==> src/rtl/knight_pkg.sv <==
// Shared definitions for the knight scanner: display modes, sweep direction
// and the lamp one-hot decoder.
package knight_pkg;

    localparam logic [1:0] MODE_BOUNCE = 2'd0;
    localparam logic [1:0] MODE_ROTATE = 2'd1;
    localparam logic [1:0] MODE_FILL   = 2'd2;
    localparam logic [1:0] MODE_TRAIL  = 2'd3;

    localparam int unsigned MAX_N = 64;

    typedef enum logic {
        DIR_UP   = 1'b0,
        DIR_DOWN = 1'b1
    } dir_e;

    // One lamp lit at pos; positions outside the n-lamp bank decode to dark.
    function automatic logic [MAX_N-1:0] onehot(input logic [5:0] pos, input int unsigned n);
        logic [MAX_N-1:0] v;
        v = '0;
        if (32'(pos) < n) begin
            v = MAX_N'(1) << pos;
        end
        return v;
    endfunction

endpackage

==> src/rtl/knight_prescaler.sv <==
// Step-rate prescaler: ticks once every rate+1 enabled cycles.
module knight_prescaler #(
    parameter int unsigned DIV_W = 16
) (
    input  logic             ck,
    input  logic             res,
    input  logic             en,
    input  logic             clr,
    input  logic [DIV_W-1:0] rate,
    output logic             tick
);

    logic [DIV_W-1:0] cnt_q;
    logic [DIV_W-1:0] cnt_d;

    // >= so that lowering rate below the running count ticks immediately.
    assign tick = en && (cnt_q >= rate);

    always_comb begin
        cnt_d = cnt_q;
        if (clr) begin
            cnt_d = '0;
        end else if (tick) begin
            cnt_d = '0;
        end else if (en) begin
            cnt_d = cnt_q + DIV_W'(1);
        end
    end

    always_ff @(posedge ck) begin
        if (!res) begin
            cnt_q <= '0;
        end else begin
            cnt_q <= cnt_d;
        end
    end

endmodule

==> src/rtl/knight_scanner.sv <==
// N-lamp scanner: ping-pong or rotating head with bounce/rotate/fill/trail
// display decode and step/cycle strobes.
module knight_scanner
    import knight_pkg::*;
#(
    parameter int unsigned N     = 8,
    parameter int unsigned DIV_W = 16
) (
    input  logic                  ck,
    input  logic                  res,
    input  logic                  en,
    input  logic [1:0]            mode,
    input  logic [DIV_W-1:0]      rate,
    output logic [N-1:0]          out,
    output logic [$clog2(N)-1:0]  pos,
    output logic                  step,
    output logic                  cyc
);

    localparam int unsigned PW = $clog2(N);
    localparam logic [PW-1:0] LAST = PW'(N - 1);

    logic [PW-1:0] pos_q,  pos_d;
    logic [PW-1:0] prev_q, prev_d;
    dir_e          dir_q,  dir_d;
    logic [1:0]    mode_q;
    logic          step_q, step_d;
    logic          cyc_q,  cyc_d;

    logic tick_c;
    logic restart_c;
    logic adv_c;

    assign restart_c = (mode != mode_q);
    assign adv_c     = tick_c && !restart_c;

    knight_prescaler #(
        .DIV_W (DIV_W)
    ) u_prescaler (
        .ck   (ck),
        .res  (res),
        .en   (en),
        .clr  (restart_c),
        .rate (rate),
        .tick (tick_c)
    );

    // Head sequencer; a mode change restarts the pattern and beats any tick.
    always_comb begin
        pos_d  = pos_q;
        prev_d = prev_q;
        dir_d  = dir_q;
        step_d = 1'b0;
        cyc_d  = 1'b0;
        if (restart_c) begin
            pos_d  = '0;
            prev_d = '0;
            dir_d  = DIR_UP;
        end else if (adv_c) begin
            prev_d = pos_q;
            step_d = 1'b1;
            if (mode_q == MODE_ROTATE) begin
                dir_d = DIR_UP;
                pos_d = (pos_q == LAST) ? '0 : pos_q + PW'(1);
            end else if (dir_q == DIR_UP) begin
                if (pos_q < LAST) begin
                    pos_d = pos_q + PW'(1);
                end else begin
                    dir_d = DIR_DOWN;
                    pos_d = LAST - PW'(1);
                end
            end else begin
                if (pos_q != '0) begin
                    pos_d = pos_q - PW'(1);
                end else begin
                    dir_d = DIR_UP;
                    pos_d = PW'(1);
                end
            end
            cyc_d = (pos_d == '0);
        end
    end

    always_ff @(posedge ck) begin
        if (!res) begin
            pos_q  <= '0;
            prev_q <= '0;
            dir_q  <= DIR_UP;
            mode_q <= MODE_BOUNCE;
            step_q <= 1'b0;
            cyc_q  <= 1'b0;
        end else begin
            pos_q  <= pos_d;
            prev_q <= prev_d;
            dir_q  <= dir_d;
            mode_q <= mode;
            step_q <= step_d;
            cyc_q  <= cyc_d;
        end
    end

    // Lamp decode from registered state only.
    always_comb begin
        out = '0;
        case (mode_q)
            MODE_FILL: begin
                for (int i = 0; i < int'(N); i++) begin
                    out[i] = (PW'(i) <= pos_q);
                end
            end
            MODE_TRAIL: out = N'(onehot(6'(pos_q), N) | onehot(6'(prev_q), N));
            default:    out = N'(onehot(6'(pos_q), N));
        endcase
    end

    assign pos  = pos_q;
    assign step = step_q;
    assign cyc  = cyc_q;

endmodule

==> config.mk <==
export PLATFORM = sky130hd
export DESIGN_NAME = knight_scanner
export DESIGN_NICKNAME = d
export VERILOG_FILES = /design/src/rtl/knight_pkg.sv /design/src/rtl/knight_prescaler.sv /design/src/rtl/knight_scanner.sv
export SDC_FILE = /design/constraint.sdc
export NUM_CORES = 1
export LEC_CHECK = 0
export ABC_AREA = 1
export CORE_ASPECT_RATIO = 1.1
export CORE_UTILIZATION = 50
export CTS_BUF_LIST = sky130_fd_sc_hd__clkbuf_4
export DETAILED_ROUTE_END_ITERATION = 10
export PLACE_DENSITY = 0.78
export SKIP_LAST_GASP = 1
export SLEW_MARGIN = 10
export SYNTH_ARGS = -nofsm -noshare
export SYNTH_HDL_FRONTEND = slang
export SYNTH_SLANG_ARGS = --single-unit
==> constraint.sdc <==
create_clock -name ck -period 1.5 [get_ports ck]
set_input_delay 0.3 -clock ck [delete_from_list [all_inputs] [get_ports ck]]
set_output_delay 0.3 -clock ck [all_outputs]
set_load 0.02 [all_outputs]
-- Word level (Yosys, flattened, before mapping)
Index checks and enable logic that the tools add are counted.
- bits in registers: 27
- input port bits: 21
- output and inout port bits: 13
- word-level logic and storage cells: 53
- add/subtract/negate cells: 3
- $lt $le $gt $ge: 10
- eq/ne operators: 5
- shift-type cells: 2
- multiplexer cells: 15
- bitwise operators: 3
- reduce and logical (&&, ||, !) cells: 8
- operators by type and width (cell ; number):
    3-bit two-way mux ; 7
    16-bit by 1-bit adder with 16-bit output (second input constant) ; 1
    16-bit greater-or-equal comparator ; 1
    8-bit two-way mux ; 2
    8-bit one-hot mux with 2 select lines ; 1
    1-bit by 3-bit << shifter with 8-bit output (first input constant) ; 2
    3-bit <= comparator (first input constant) ; 4
    8-bit bitwise OR ; 1
    1-bit by 3-bit <= comparator with 1-bit output (first input constant) ; 2
    2-bit by 3-bit <= comparator with 1-bit output (first input constant) ; 2
    3-bit OR reduction ; 2
    1-bit two-way mux ; 5
    2-bit == test (second input constant) ; 2
    3-bit by 1-bit adder with 3-bit output (second input constant) ; 1
    3-bit == test (second input constant) ; 1
    3-bit logical NOT ; 1
    3-bit less-than comparator (second input constant) ; 1
    3-bit nonzero test ; 1
    3-bit by 1-bit subtractor with 3-bit output (second input constant) ; 1
    2-bit by 1-bit == test with 1-bit output (second input constant) ; 1
    1-bit logical AND ; 2
    2-bit != test ; 1
    1-bit NOT ; 2
    2-bit OR reduction ; 1
    1-bit logical NOT ; 1

-- Depth between registers and ports, before layout
- word-level depth: 7
- depth in mapped cells: 16
- gate-level depth less buffers: 16

-- Modules after synthesis
Synthesis repeated with hierarchy kept, for this count alone.
- cell total of the unflattened synthesis: 306
- area, all modules: 2063.2 um^2
- by module, submodules not included (module ; instances ; cells an instance ; area an instance (um^2)):
    knight_prescaler ; 1 ; 170 ; 1202.4
    knight_scanner ; 1 ; 136 ; 860.8

-- Least setup slack after synthesis
Ideal clock, no wire load.
- path type: register -> output
- from: reg prev_q[1]
- to: out out[2]
- arrival time: 1.316 ns
- required time: 1.200 ns
- path slack: -0.116 ns
- stages on the path, launching flop included: 3
- buffers on the path: 0
- cells stage by stage: dfxtp_1 > nand2_1 > o311ai_0
- cells in the longest elaborated chain, start to end: 4
- RTL lines (element ; RTL line ; RTL):
    from (decl) ; knight_scanner.sv:24 ; logic [PW-1:0] prev_q, prev_d;
    from (signal assigned) ; knight_scanner.sv:94 ; prev_q <= prev_d;
    1-bit by 3-bit << shifter with 8-bit output ; knight_pkg.sv:22 ; v = MAX_N'(1) << pos;
    8-bit two-way mux ; knight_scanner.sv:105 ; case (mode_q)
    8-bit bitwise OR ; knight_scanner.sv:111 ; MODE_TRAIL: out = N'(onehot(6'(pos_q), N) | onehot(6'(prev_q), N));
    8-bit one-hot mux with 2 select lines ; knight_scanner.sv:105 ;
    to (decl) ; knight_scanner.sv:14 ; output logic [N-1:0] out,
No other way between the ends. The select of a mux whose other input is x is not followed.

-- Final worst setup path
- from: reg u_prescaler.cnt_q[3]
- to: reg prev_q[0]
- cells in the longest elaborated chain, start to end: 3
- RTL lines (element ; RTL line ; RTL):
    from (decl) ; knight_prescaler.sv:13 ; logic [DIV_W-1:0] cnt_q;
    from (signal assigned) ; knight_prescaler.sv:34 ; cnt_q <= cnt_d;
    16-bit greater-or-equal comparator ; knight_prescaler.sv:17 ; assign tick = en && (cnt_q >= rate);
    1-bit logical AND ; knight_prescaler.sv:17 ;
    1-bit logical AND ; knight_scanner.sv:35 ; assign adv_c = tick_c && !restart_c;
No other way between the ends.
A chain may end at the register's enable or synchronous reset.

==> impl_metrics.xml <==
<?xml version="1.0" encoding="UTF-8"?>
<metrics>
  <group name="synth">
    <metric name="sequential_fraction_of_the_synthesis_area" unit="">0.258</metric>
    <metric name="mean_post_synth_cell_area" unit="sq um">6.90</metric>
    <metric name="postSynthCellCount" unit="">304</metric>
    <metric name="postSynthNetCount" unit="">350</metric>
    <metric name="ys_ff_latch" unit="">27</metric>
    <metric name="synthesis.yosys.warnings" unit="">0</metric>
    <metric name="ys_types" unit="">33</metric>
    <metric name="synth_area" unit="sq um">2100</metric>
  </group>
  <group name="die">
    <metric name="width_of_the_die" unit="um">63.8</metric>
    <metric name="design.core.area" unit="sq um">3990</metric>
    <metric name="die_height" unit="um">69.9</metric>
    <metric name="placement_rows" unit="">24</metric>
    <metric name="initial_core_util" unit="">0.525</metric>
    <metric name="design.portCount" unit="">34</metric>
    <metric name="die_area" unit="sq um">4460</metric>
  </group>
  <group name="clock_tree">
    <metric name="cts.reportedPaths.clkPinSlew" unit="ps">160</metric>
    <metric name="insertion_delay" unit="ps">360</metric>
    <metric name="cts_hold_buffers" unit="">0</metric>
    <metric name="clock-root-buffer" unit="">clkbuf_4</metric>
    <metric name="cts_max_path_buffers" unit="">2</metric>
    <metric name="tritoncts_sink_count" unit="">27</metric>
    <metric name="cts_inserted_buffers" unit="">3</metric>
    <metric name="tritoncts_clock_tree" unit="">yes</metric>
    <metric name="max_h_tree_level" unit="">1</metric>
  </group>
  <group name="route">
    <metric name="route.detailed.wl_per_inst" unit="um">16.7</metric>
    <metric name="final_antenna_net_count" unit="">0</metric>
    <metric name="drtPass1Iterations" unit="">4</metric>
    <metric name="vias_after_detailed_routing" unit="">2444</metric>
    <metric name="route.final.wire_length" unit="um">7570</metric>
    <metric name="remaining_drc_errors" unit="">0</metric>
    <metric name="detail_route.iter0.violations" unit="">80</metric>
    <metric name="post_drt_via_cell_ratio" unit="">5.40</metric>
  </group>
  <group name="job">
    <metric name="timing.max_cap.violations" unit="">0</metric>
  </group>
  <group name="setup_path">
    <metric name="required" unit="ps">1770</metric>
    <metric name="start_kind" unit="">flop</metric>
    <metric name="critPathArrivalTime" unit="ps">2140</metric>
    <metric name="worst-setup-path-type" unit="">flop to flop</metric>
    <metric name="critical_path.max_fanout" unit="">5</metric>
    <metric name="worst_setup_end_kind" unit="">flop</metric>
  </group>
  <group name="sta">
    <metric name="hold_viol_final" unit="">0</metric>
    <metric name="post-route-min-period" unit="ps">1870</metric>
    <metric name="fin_worst_skew" unit="ps">10.1</metric>
    <metric name="worst_pin_slew" unit="ps">365</metric>
    <metric name="final.setup.worst_slack" unit="ps">-367</metric>
    <metric name="setup-violations-final" unit="">33</metric>
    <metric name="fmax" unit="MHz">536</metric>
    <metric name="final_max_slew_viol_count" unit="">0</metric>
    <metric name="grt_setup_unrepaired" unit="">yes</metric>
    <metric name="final_min_period_over_clock_period" unit="">1.24</metric>
    <metric name="slew-limit-headroom" unit="">0.757</metric>
    <metric name="fin_hold_ws" unit="ps">501</metric>
    <metric name="fin_setup_tns" unit="ps">-10020</metric>
  </group>
  <group name="final_layout">
    <metric name="n_antenna_cell" unit="">0</metric>
    <metric name="most-common-layout-cells" unit="">60 x buf_4, 57 x nand2_1, 33 x inv_1</metric>
    <metric name="final_net_count" unit="">448</metric>
    <metric name="layout_commonest_cell" unit="">buf_4</metric>
    <metric name="fill_cells" unit="">203</metric>
    <metric name="drive_gt1_frac" unit="">0.536</metric>
    <metric name="final_core_util" unit="">0.882</metric>
    <metric name="area.growth.synth_to_final" unit="%">67.9</metric>
    <metric name="final_cell_count_no_fill" unit="">453</metric>
  </group>
  <group name="place">
    <metric name="dp_cells" unit="">440</metric>
    <metric name="hpwl" unit="um">4060</metric>
    <metric name="gp_congestion" unit="">0.887</metric>
    <metric name="portBuffers" unit="">33</metric>
  </group>
  <group name="run_status">
    <metric name="violated_checks" unit="">setup timing</metric>
    <metric name="run_status" unit="">finished, violations left</metric>
  </group>
  <group name="pwr">
    <metric name="leakagePower" unit="nW">1.58</metric>
    <metric name="vdd_ir_drop_max" unit="uV">517</metric>
    <metric name="pwr_density_cell" unit="nW/um^2">377</metric>
  </group>
  <group name="grt">
    <metric name="grt_start_max_net_pins" unit="">16</metric>
    <metric name="grt_antenna_before_repair" unit="">0</metric>
    <metric name="grt_first_pass_wirelength" unit="um">10500</metric>
    <metric name="track_usage" unit="">0.303</metric>
    <metric name="grt_pass1_vias" unit="">2397</metric>
    <metric name="gr-total-overflow" unit="">0</metric>
  </group>
  <group name="worst_hold_path">
    <metric name="hold_path_class" unit="">input pin to flop</metric>
  </group>
</metrics>
## worst paths after layout
check                                          start         to  slack (ps)  depth (start not counted)
worst min register to register                pos[1]  prev_q[1]         570                          2
worst min-delay path                         mode[0]  mode_q[0]         500                          3
worst max register to register  u_prescaler.cnt_q[3]  prev_q[0]        -370                         11
worst max-delay path            u_prescaler.cnt_q[3]  prev_q[0]        -370                         11
## synth_stat cells, drive strengths merged
master,n,share of area
a21oi,20,0.055
nand2,78,0.15
o22ai,1,0.0030
o21ai,10,0.024
nand3,10,0.029
or2,3,0.0089
nor3,12,0.047
nand4,3,0.0089
nor2,41,0.089
o211ai,3,0.011
a32oi,1,0.0042
a22oi,1,0.0036
o311ai,1,0.0042
xnor2,4,0.017
inv,56,0.10
ha,25,0.15
dfxtp,27,0.26
buf,3,0.015
xor2,5,0.021
## repair_timing
action                     4_1_cts  5_1_grt
pin swaps                       38       21
gates resized for setup        144       53
setup endpoints to repair       38       36
cloned                           1        0
setup buffers                    7        2
## cell type report
class | count | area [sq um] | area share
Sequential cell | 27 | 571 | 0.162
Inverter | 56 | 225 | 0.0639
Clock buffer | 3 | 22.5 | 0.00639
Timing Repair Buffer | 95 | 806 | 0.229
Multi-Input combinational cell | 219 | 1830 | 0.519
Tap cell | 52 | 65.1 | 0.0185
Clock inverter | 1 | 5.00 | 0.00142
## critical path: stages (launching register included)
cell and delay (ps):
dfxtp_4 390, ha_4 280, nand4_1 160, nor2_1 190, nor2_1 80, nand2_2 80
nand2_2 70, nand2_4 110, buf_6 100, nand3_4 120, nor2_1 140, nor2_1 70
## stage by stage
stage	setup slack, ps	instance area [sq um]	total power, mW
2_1_floorplan	-17.5	2190	0.837
3_3_place_gp	-615	2980	0.939
3_5_place_dp	-672	2980	0.945
4_1_cts	-277	3340	1.30
5_1_grt	-435	3520	1.38
6_report	-367	3520	1.33
## cell families after synthesis
family | Yosys count | synth area share
flops | 27 | 0.258
simple gates | 147 | 0.334
buf+inv | 59 | 0.117
compound gates | 37 | 0.104
fa+ha+maj | 25 | 0.149
xor+xnor | 9 | 0.0376
## report_power, final
part	total [mW]	switching, mW	internal (mW)
Clock	0.346	0.245	0.101
Combinational	0.261	0.135	0.127
Sequential	0.720	0.00469	0.715
Total	1.33	0.384	0.943
## flip-flops by register name, indices dropped and copies added (netlist names)
signal,count
u_prescaler.cnt_q,16
pos,3
prev_q,3
mode_q,2
cyc,1
dir_q,1
step,1
## metal layers
layer  share of wire  global-route usage  wire length [um]
met3           0.046              0.0425               351
met5               0                   0                 0
met1            0.35               0.300              2650
met2            0.56               0.582              4230
met4           0.044               0.177               333
Power figures use the tool's default switching activity.
